[config.mk]
export PLATFORM = sky130hd
export DESIGN_NAME = controller_flat
export DESIGN_NICKNAME = d
export VERILOG_FILES = /design/src/rtl/controller_if.sv /design/src/rtl/controller.sv /design/src/flat_wrapper.sv
export SDC_FILE = /design/constraint.sdc
export NUM_CORES = 1
export LEC_CHECK = 0
export CAP_MARGIN = 10
export CORE_AREA = 10 10 61 63
export DETAILED_ROUTE_END_ITERATION = 7
export DIE_AREA = 0 0 71 73
export HOLD_SLACK_MARGIN = 0.02
export SYNTH_ARGS = -nofsm -noshare
export SYNTH_HDL_FRONTEND = slang
export SYNTH_SLANG_ARGS = --single-unit
export TNS_END_PERCENT = 10
[constraint.sdc]
create_clock -name CLK -period 1.6 [get_ports CLK]
set_input_delay 0.32 -clock CLK [delete_from_list [all_inputs] [get_ports CLK]]
set_output_delay 0.32 -clock CLK [all_outputs]
set_load 0.05 [all_outputs]
[src/rtl/controller_if.sv]
// Bus-side signal bundle between the datapath controller and its surroundings:
// instruction/start inputs plus bus-driver, register-file, ALU and display strobes.
interface controller_if #(
  parameter int DATA_W = 10,
  parameter int ADDR_W = 2
);
  logic [DATA_W-1:0] INSTR;
  logic              EXEC;
  logic [1:0]        TIME;
  logic              DONE;
  logic              EXT_OE;
  logic              REG_OE;
  logic              G_OE;
  logic [ADDR_W-1:0] RD_ADDR;
  logic              WR_EN;
  logic [ADDR_W-1:0] WR_ADDR;
  logic              A_EN;
  logic              G_EN;
  logic [1:0]        ALU_OP;

  modport master (
    output INSTR, EXEC,
    input  TIME, DONE, EXT_OE, REG_OE, G_OE, RD_ADDR, WR_EN, WR_ADDR, A_EN, G_EN, ALU_OP
  );

  modport slave (
    input  INSTR, EXEC,
    output TIME, DONE, EXT_OE, REG_OE, G_OE, RD_ADDR, WR_EN, WR_ADDR, A_EN, G_EN, ALU_OP
  );
endinterface

[src/rtl/controller.sv]
// Timestep sequencer for the 10-bit shared-bus datapath: latches an instruction on EXEC
// and walks T0..T3, decoding every strobe from the current timestep and the held IR.
module controller #(
  parameter int DATA_W = 10,
  parameter int ADDR_W = 2
) (
  input  logic        CLK,
  input  logic        RESETb,
  controller_if.slave bus
);

  typedef enum logic [1:0] {T0 = 2'd0, T1 = 2'd1, T2 = 2'd2, T3 = 2'd3} tstep_e;
  typedef enum logic [3:0] {
    OP_LOAD = 4'b0000,
    OP_COPY = 4'b0001,
    OP_ADD  = 4'b0010,
    OP_SUB  = 4'b0011,
    OP_INV  = 4'b0100
  } op_e;
  typedef enum logic [1:0] {ALU_ADD = 2'b00, ALU_SUB = 2'b01, ALU_INV = 2'b10, ALU_PASS = 2'b11} alu_e;

  tstep_e            ts, ts_nxt;
  logic [DATA_W-1:0] ir;
  logic [3:0]        op;
  logic [1:0]        rx, ry;
  logic              done;
  logic              ir_unused;

  assign op        = ir[9:6];
  assign rx        = ir[5:4];
  assign ry        = ir[3:2];
  assign ir_unused = ^ir[1:0];

  always_ff @(posedge CLK or negedge RESETb) begin
    if (!RESETb) begin
      ts <= T0;
      ir <= '0;
    end else begin
      ts <= ts_nxt;
      if (ts == T0 && bus.EXEC) ir <= bus.INSTR;
    end
  end

  always_comb begin
    ts_nxt = ts;
    if (ts == T0) begin
      if (bus.EXEC) ts_nxt = T1;
    end else if (done) begin
      ts_nxt = T0;
    end else begin
      ts_nxt = tstep_e'(ts + 2'd1);
    end
  end

  // Outputs depend on (ts, ir) only, so INSTR/EXEC never glitch the strobes.
  always_comb begin
    done        = 1'b0;
    bus.EXT_OE  = 1'b0;
    bus.REG_OE  = 1'b0;
    bus.G_OE    = 1'b0;
    bus.RD_ADDR = '0;
    bus.WR_EN   = 1'b0;
    bus.WR_ADDR = '0;
    bus.A_EN    = 1'b0;
    bus.G_EN    = 1'b0;
    bus.ALU_OP  = ALU_PASS;
    unique case (ts)
      T0: ;
      T1: begin
        case (op)
          OP_LOAD: begin
            bus.EXT_OE = 1'b1; bus.WR_EN = 1'b1; bus.WR_ADDR = rx; done = 1'b1;
          end
          OP_COPY: begin
            bus.REG_OE = 1'b1; bus.RD_ADDR = ry;
            bus.WR_EN = 1'b1; bus.WR_ADDR = rx; done = 1'b1;
          end
          OP_ADD, OP_SUB: begin
            bus.REG_OE = 1'b1; bus.RD_ADDR = rx; bus.A_EN = 1'b1;
          end
          OP_INV: begin
            bus.REG_OE = 1'b1; bus.RD_ADDR = ry; bus.G_EN = 1'b1; bus.ALU_OP = ALU_INV;
          end
          default: done = 1'b1;
        endcase
      end
      T2: begin
        case (op)
          OP_ADD, OP_SUB: begin
            bus.REG_OE = 1'b1; bus.RD_ADDR = ry; bus.G_EN = 1'b1;
            bus.ALU_OP = (op == OP_SUB) ? ALU_SUB : ALU_ADD;
          end
          OP_INV: begin
            bus.G_OE = 1'b1; bus.WR_EN = 1'b1; bus.WR_ADDR = rx; done = 1'b1;
          end
          default: ;
        endcase
      end
      T3: begin
        if (op == OP_ADD || op == OP_SUB) begin
          bus.G_OE = 1'b1; bus.WR_EN = 1'b1; bus.WR_ADDR = rx; done = 1'b1;
        end
      end
    endcase
  end

  assign bus.TIME = ts;
  assign bus.DONE = done;

  a_bus_exclusive: assert property (@(posedge CLK) disable iff (!RESETb)
    $onehot0({bus.EXT_OE, bus.REG_OE, bus.G_OE}));

endmodule
[src/flat_wrapper.sv]
// flat-port wrapper written by rule: the top's interface ports become plain ports
module controller_flat 
#(
  parameter int DATA_W = 10,
  parameter int ADDR_W = 2
)
  (CLK, RESETb, bus_INSTR, bus_EXEC, bus_TIME, bus_DONE, bus_EXT_OE, bus_REG_OE, bus_G_OE, bus_RD_ADDR, bus_WR_EN, bus_WR_ADDR, bus_A_EN, bus_G_EN, bus_ALU_OP);
  controller_if #(.DATA_W(DATA_W), .ADDR_W(ADDR_W)) bus_i ();
  input  logic CLK;
  input  logic RESETb;
  input wire logic [$bits(bus_i.INSTR)-1:0] bus_INSTR;
  input wire logic [$bits(bus_i.EXEC)-1:0] bus_EXEC;
  output wire logic [$bits(bus_i.TIME)-1:0] bus_TIME;
  output wire logic [$bits(bus_i.DONE)-1:0] bus_DONE;
  output wire logic [$bits(bus_i.EXT_OE)-1:0] bus_EXT_OE;
  output wire logic [$bits(bus_i.REG_OE)-1:0] bus_REG_OE;
  output wire logic [$bits(bus_i.G_OE)-1:0] bus_G_OE;
  output wire logic [$bits(bus_i.RD_ADDR)-1:0] bus_RD_ADDR;
  output wire logic [$bits(bus_i.WR_EN)-1:0] bus_WR_EN;
  output wire logic [$bits(bus_i.WR_ADDR)-1:0] bus_WR_ADDR;
  output wire logic [$bits(bus_i.A_EN)-1:0] bus_A_EN;
  output wire logic [$bits(bus_i.G_EN)-1:0] bus_G_EN;
  output wire logic [$bits(bus_i.ALU_OP)-1:0] bus_ALU_OP;
  assign bus_i.INSTR = bus_INSTR;
  assign bus_i.EXEC = bus_EXEC;
  assign bus_TIME = bus_i.TIME;
  assign bus_DONE = bus_i.DONE;
  assign bus_EXT_OE = bus_i.EXT_OE;
  assign bus_REG_OE = bus_i.REG_OE;
  assign bus_G_OE = bus_i.G_OE;
  assign bus_RD_ADDR = bus_i.RD_ADDR;
  assign bus_WR_EN = bus_i.WR_EN;
  assign bus_WR_ADDR = bus_i.WR_ADDR;
  assign bus_A_EN = bus_i.A_EN;
  assign bus_G_EN = bus_i.G_EN;
  assign bus_ALU_OP = bus_i.ALU_OP;
  controller #(.DATA_W(DATA_W), .ADDR_W(ADDR_W)) u_core (.CLK(CLK), .RESETb(RESETb), .bus(bus_i));
endmodule
==> impl_metrics.ini, run 1 <==
[route]
vias = 733
drcViolationCount = 0
vias_per_cell = 4.85
routed_wl_um = 2180
antenna_left = 0
dr.pass1.iters = 4
drtIter0Drc = 13
wl_per_cell_um = 14.5

[yosys]
synthAdderAreaFrac_pct = 8.65
synth_simple_gate_area_share_pct = 23.5
yosysWarningCount = 0
synth_xor_area_share_pct = 1.21
synth_area_um2 = 723
ys_types = 28
synth.area.mux_share_pct = 12.5
syn_inst = 72
ys_ff_latch = 10
synth_top_family_by_area = simple AND/OR/NAND/NOR gates
ys.flop_type = dfrtp_1
syn_nets = 90
yosysSeqAreaShare_pct = 34.6
syn_avg_cell_area_um2 = 10.0
async_flop_share_pct = 100
synth-edff-count = 0
synth-compound-area-share_pct = 14.4

[final_layout]
area_growth_pct = 112
fin_util_pct = 58.5
drive_gt1_share_pct = 66.7
layout.nets = 139
antenna_cells = 0
final_cells = 151
fillCellCount = 230
design_area_mm2 = 0.00153

[grt]
grt_max_degree = 11
grt_pass1_wl_um = 3260
grt_pass1_vias = 742
grt.total_usage_pct = 7.45
antenna_found_initial = 0
overflow = 0

[worst_setup_path]
cp-start-kind = flop
critPathMaxStageDelay_ps = 530
slowest_stage = or4b_4
crit_required_ps = 1280
crit_chain = or4b_4 -> and4b_4 -> or2_4 -> buf_8
crit_family = simple AND/OR/NAND/NOR gates
worst-path-buf-inv = 1
crit_path_end_kind = primary output
crit_fanout = 2
arrival_ps = 1780
critPathKind = flop to primary output

[floorplanning]
die_h_um = 73
ioPinCount = 28
die_area_mm2 = 0.00518
die_w_um = 71
rows = 19
start_util_pct = 27.7
core_area_mm2 = 0.00262

[place]
place_area_mm2 = 0.00138
place_hpwl_um = 1790
gp_congestion = 0.797
placed_cells = 145
port-buffer-count = 25

[clock_tree]
htreeDepth = 1
numCtsBuffers = 3
clock-sinks = 10
insertion_delay_ps = 260
clkTransAtPathRegs_ps = 60
cts_max_path_buffers = 2
cts_tree = built
cts_root_buf = clkbuf_4

[timing]
worst_slack_ps = -495
rsz0062_at_grt = yes
hold_slack_ps = 361
timing_hold_violations_final = 0
period_share_pct = 131
tightest_slew_ps = 423
setup_violations = 15
slew_headroom_pct = 71.7
slew_violations = 0
clock_skew_ps = 2.71
fmax_mhz = 477
post-route-min-period_ps = 2100

[power_and_ir_drop]
pwr_density_cell_mw_per_mm2 = 2350
ir_worst_vdd_mv = 1.40
leakagePower_nw = 0.625

[hold_path]
min_path_type = input pin to async pin

[status]
outcome = finished, violations left
violations = setup timing

[job]
drv_cap = 0
registers in the layout, summed over array words and instances (netlist names):
signal           flops
u_core.ir            8
u_core.bus.TIME      2
cell families (layout without fill, tap and decap cells):
| logic type | Yosys count | after routing |
|---|---|---|
| adders and majority gates | 5 | 5 |
| muxes | 8 | 8 |
| buffers and inverters | 7 | 55 |
| AOI/OAI and AO/OA | 16 | 16 |
| and+or+nand+nor | 25 | 25 |
| DFF | 10 | 10 |
| xor gates and xnor gates | 1 | 1 |
what timing repair did:
action / CTS / global route
pin swaps: 9 / 3
hold buffers: 0 / 0
setup endpoints to repair: 15 / 23
buffers inserted: 2 / 1
gates resized for setup: 17 / 8
worst register-to-register path, stage by stage (launching register included):
cell and delay, ps:
dfrtp_2 450, ha_4 180, and4bb_2 240, o21a_1 210, buf_4 150, o41ai_4 270
synth_stat cells (all sizes together), types with 2 or more instances:
cell type   n  share of area (%)
buf         2                2.6
nand2b      2                1.7
nand2       4                2.1
dfrtp      10                 35
a21oi       5                3.5
o41ai       2                2.4
ha          5                8.7
and4bb      2                3.5
o21ai       3                2.1
a31oi       2                1.7
o21a        2                2.1
nand3       2                1.4
and3b       2                2.4
inv         5                2.6
nor2        3                1.6
mux2        8                 12
nand3b      2                2.1
nand4       2                1.7
through the flow:
step / setup slack (ps) / total power [mW] / TNS [ps]
global placement: -258 / 3.05 / -2050
global route: -545 / 3.77 / -6020
floorplan: -413 / 1.89 / -4910
CTS: -494 / 3.45 / -5200
detailed placement: -271 / 3.08 / -2250
finish: -495 / 3.59 / -5190
routing by layer:
layer  up-vias  global-route usage (%)  wire length, um
met1       354                    8.21              929
met4         0                    3.23               14
met2        14                    13.3             1150
met5         -                       0                0
met3         2                    1.77               91
li1        363                       -                -
worst paths after layout:
kind | start | to | slack (ps) | cells past startpoint
worst min-delay path | RESETb | u_core.ir[7] | 360 | 1
worst max-delay path | u_core.ir[7] | bus_DONE | -500 | 4
max in group asynchronous | RESETb | u_core.bus.TIME[0] | 920 | 1
min in group CLK | u_core.ir[3] | u_core.ir[3] | 550 | 1
worst max register to register | u_core.bus.TIME[1] | u_core.bus.TIME[1] | 0 | 5
worst min register to register | u_core.ir[3] | u_core.ir[3] | 550 | 1
area by class of cell:
type                    instances  area [um2]  area share, %
clock buffers                   4        26.3           1.72
well taps                      31        38.8           2.53
repair buffers                 46         559           36.5
multi-input cells              55         632           41.3
inverters                       5        21.3           1.39
flip-flops and latches         10         253           16.5
layout by cell type, fill, tap and decap left out, types with 3 or more instances in the layout:
master	count
mux2_2	8
a21oi_4	3
buf_4	17
buf_6	5
buf_12	13
nand2_2	3
clkdlybuf4s50_1	10
dfrtp_1	8
clkbuf_4	3
inv_2	3
power by group:
group | switching [mW] | internal, mW
registers | 0.145 | 0.390
clock network | 0.0801 | 0.0962
logic | 1.43 | 1.45
total | 1.65 | 1.94
(Power assumes the default switching activity.)
==> inputs of run 2 (changes only) <==
--- a/config.mk
+++ b/config.mk
@@ -5,8 +5,10 @@
 export SDC_FILE = /design/constraint.sdc
 export NUM_CORES = 1
 export LEC_CHECK = 0
+export ABC_CLOCK_PERIOD_IN_PS = 1600
 export CAP_MARGIN = 10
 export CORE_AREA = 10 10 61 63
+export CTS_CLUSTER_DIAMETER = 200
 export DETAILED_ROUTE_END_ITERATION = 7
 export DIE_AREA = 0 0 71 73
 export HOLD_SLACK_MARGIN = 0.02
==> results of run 2 <==
The final DEF is identical to that of run 1; final timing and power are the same.
==> inputs of run 3 (changes only) <==
--- a/config.mk
+++ b/config.mk
@@ -11,6 +11,7 @@
 export CTS_CLUSTER_DIAMETER = 200
 export DETAILED_ROUTE_END_ITERATION = 7
 export DIE_AREA = 0 0 71 73
+export DONT_BUFFER_PORTS = 1
 export HOLD_SLACK_MARGIN = 0.02
 export SYNTH_ARGS = -nofsm -noshare
 export SYNTH_HDL_FRONTEND = slang
==> impl_metrics.ini, run 3 (synthesis results as in run 1) <==
[power_and_ir_drop]
seqPwrFrac_pct = 16.0
power.switching_mw = 1.53
p_sw_share_pct = 47.8
p_int_mw = 1.67
ir_worst_vdd_mv = 1.43
power_frac_comb_pct = 78.5
pwr_density_cell_mw_per_mm2 = 2430
leakagePower_nw = 0.541
clockPowerShare_pct = 5.4

[clock_tree]
numCtsBuffers = 3
htreeDepth = 1
clkTransAtPathRegs_ps = 60
cts_max_path_buffers = 2
cts_tree = built
clock-sinks = 10
insertion_delay_ps = 270
cts_root_buf = clkbuf_4

[timing]
tightest_slew_ps = 417
period_share_pct = 127
tns_ps = -4370
clock_skew_ps = 6.41
timing_hold_violations_final = 0
post-route-min-period_ps = 2030
fmax_mhz = 493
rsz0062_at_grt = yes
worst_slack_ps = -430
hold_slack_ps = 201
slew_violations = 0
slew_headroom_pct = 72.1
setup_violations = 13

[grt]
overflow = 0
grt_pass1_wl_um = 3440
grt_use_met1_pct = 7.17
antenna_found_initial = 0
grt_use_met2_pct = 15.1
busiest_layer = met2
grt_pass1_vias = 777
grt_max_degree = 11
gr-usage-met3_pct = 3.40
grt.total_usage_pct = 8.04

[worst_setup_path]
cp-start-kind = flop
arrival_ps = 1710
critPathKind = flop to primary output
slowest_stage = or4b_4
r2r_setup_slack_ps = 0
critPathMaxStageDelay_ps = 540
crit_path_end_kind = primary output
r2r-start = u_core.bus.TIME[1]
worst-path-stages = 3
crit_end = bus_DONE
worst-path-buf-inv = 0
crit_path_start = u_core.ir[6]
reg2reg_to = u_core.bus.TIME[1]
crit_chain = or4b_4 -> and4b_4 -> or2_4
crit_required_ps = 1280
crit_family = simple AND/OR/NAND/NOR gates
crit_fanout = 2
worstRegToRegCells = 5

[final_layout]
final_cell_mix = buf_4 (20), buf_12 (9), mux2_2 (8), dfrtp_1 (8)
drive_gt1_share_pct = 67.6
area_growth_pct = 82.5
final-seq-area_um2 = 253
fillCellCount = 239
largest_register_ffs = 8
final_common_cell = buf_4
multi_input_area_um2 = 598
layout.nets = 127
antenna_cells = 0
regMostFlops = u_core.ir

[floorplanning]
die_w_um = 71
start_util_pct = 27.7
ioPinCount = 28
core_area_mm2 = 0.00262
rows = 19
die_area_mm2 = 0.00518
die_h_um = 73

[status]
violations = setup timing
outcome = finished, violations left

[place]
gp_congestion = 0.730
port-buffer-count = 0
place_hpwl_um = 1720

[route]
dr.pass1.iters = 2
antenna_left = 0
routed_wl_um = 2030
wl_per_cell_um = 14.6
drcViolationCount = 0
vias_per_cell = 4.99
vias = 693
drtIter0Drc = 4

[job]
drv_cap = 0

[hold_path]
min_path_type = input pin to flop
[run 3: per-layer routing]
layer	wire length [um]	share of wire [%]
met1	761	38
met2	1090	53
met3	146	7.2
met4	35	1.7
met5	0	0
[run 3: final cells by class]
class                           instances  area share, %
Clock buffer                            4           1.99
Inverter                                5           1.42
Multi-Input combinational cell         55           45.3
Sequential cell                        10           19.1
Tap cell                               31           2.94
Timing Repair Buffer                   34           29.2
[run 3: worst min-delay path by stage]
| stage | startpoint | endpoint | depth (start not counted) |
|---|---|---|---|
| after floorplan | RESETb | u_core.bus.TIME[0] | 0 |
| after global placement | RESETb | u_core.ir[2] | 0 |
| after detailed placement | RESETb | u_core.ir[3] | 0 |
| after CTS | bus_INSTR[9] | u_core.ir[9] | 1 |
| after global routing | bus_INSTR[6] | u_core.ir[6] | 1 |
| final | bus_INSTR[9] | u_core.ir[9] | 1 |
[run 3: power groups by stage]
stage / sequential, mW / clock [mW] / combinational [mW]
CTS: 0.513 / 0.183 / 2.50
detailed placement: 0.509 / 0 / 2.36
floorplan: 0.610 / 0 / 1.29
finish: 0.513 / 0.174 / 2.51
global route: 0.539 / 0.197 / 2.66
global placement: 0.503 / 0 / 2.32
[run 3: through the flow]
| stage | instance area (um2) | setup slack, ps | std cells | total power, mW | util (%) |
|---|---|---|---|---|---|
| after CTS | 1310 | -432 | 138 | 3.20 | 50.0 |
| final | 1320 | -430 | 139 | 3.20 | 50.5 |
| after detailed placement | 1200 | -207 | 132 | 2.87 | 46.0 |
| after global placement | 1200 | -184 | 132 | 2.83 | 46.0 |
| after floorplan | 838 | -413 | 72 | 1.89 | - |
| after global routing | 1320 | -481 | 139 | 3.40 | 50.5 |
[run 3: timing repair]
item,in CTS,in global routing
buffers inserted,1,1
gates resized for setup,15,2
setup endpoints to repair,15,23
endpoints found under the hold margin,10,0
pin swaps,10,3
hold buffers,1,0
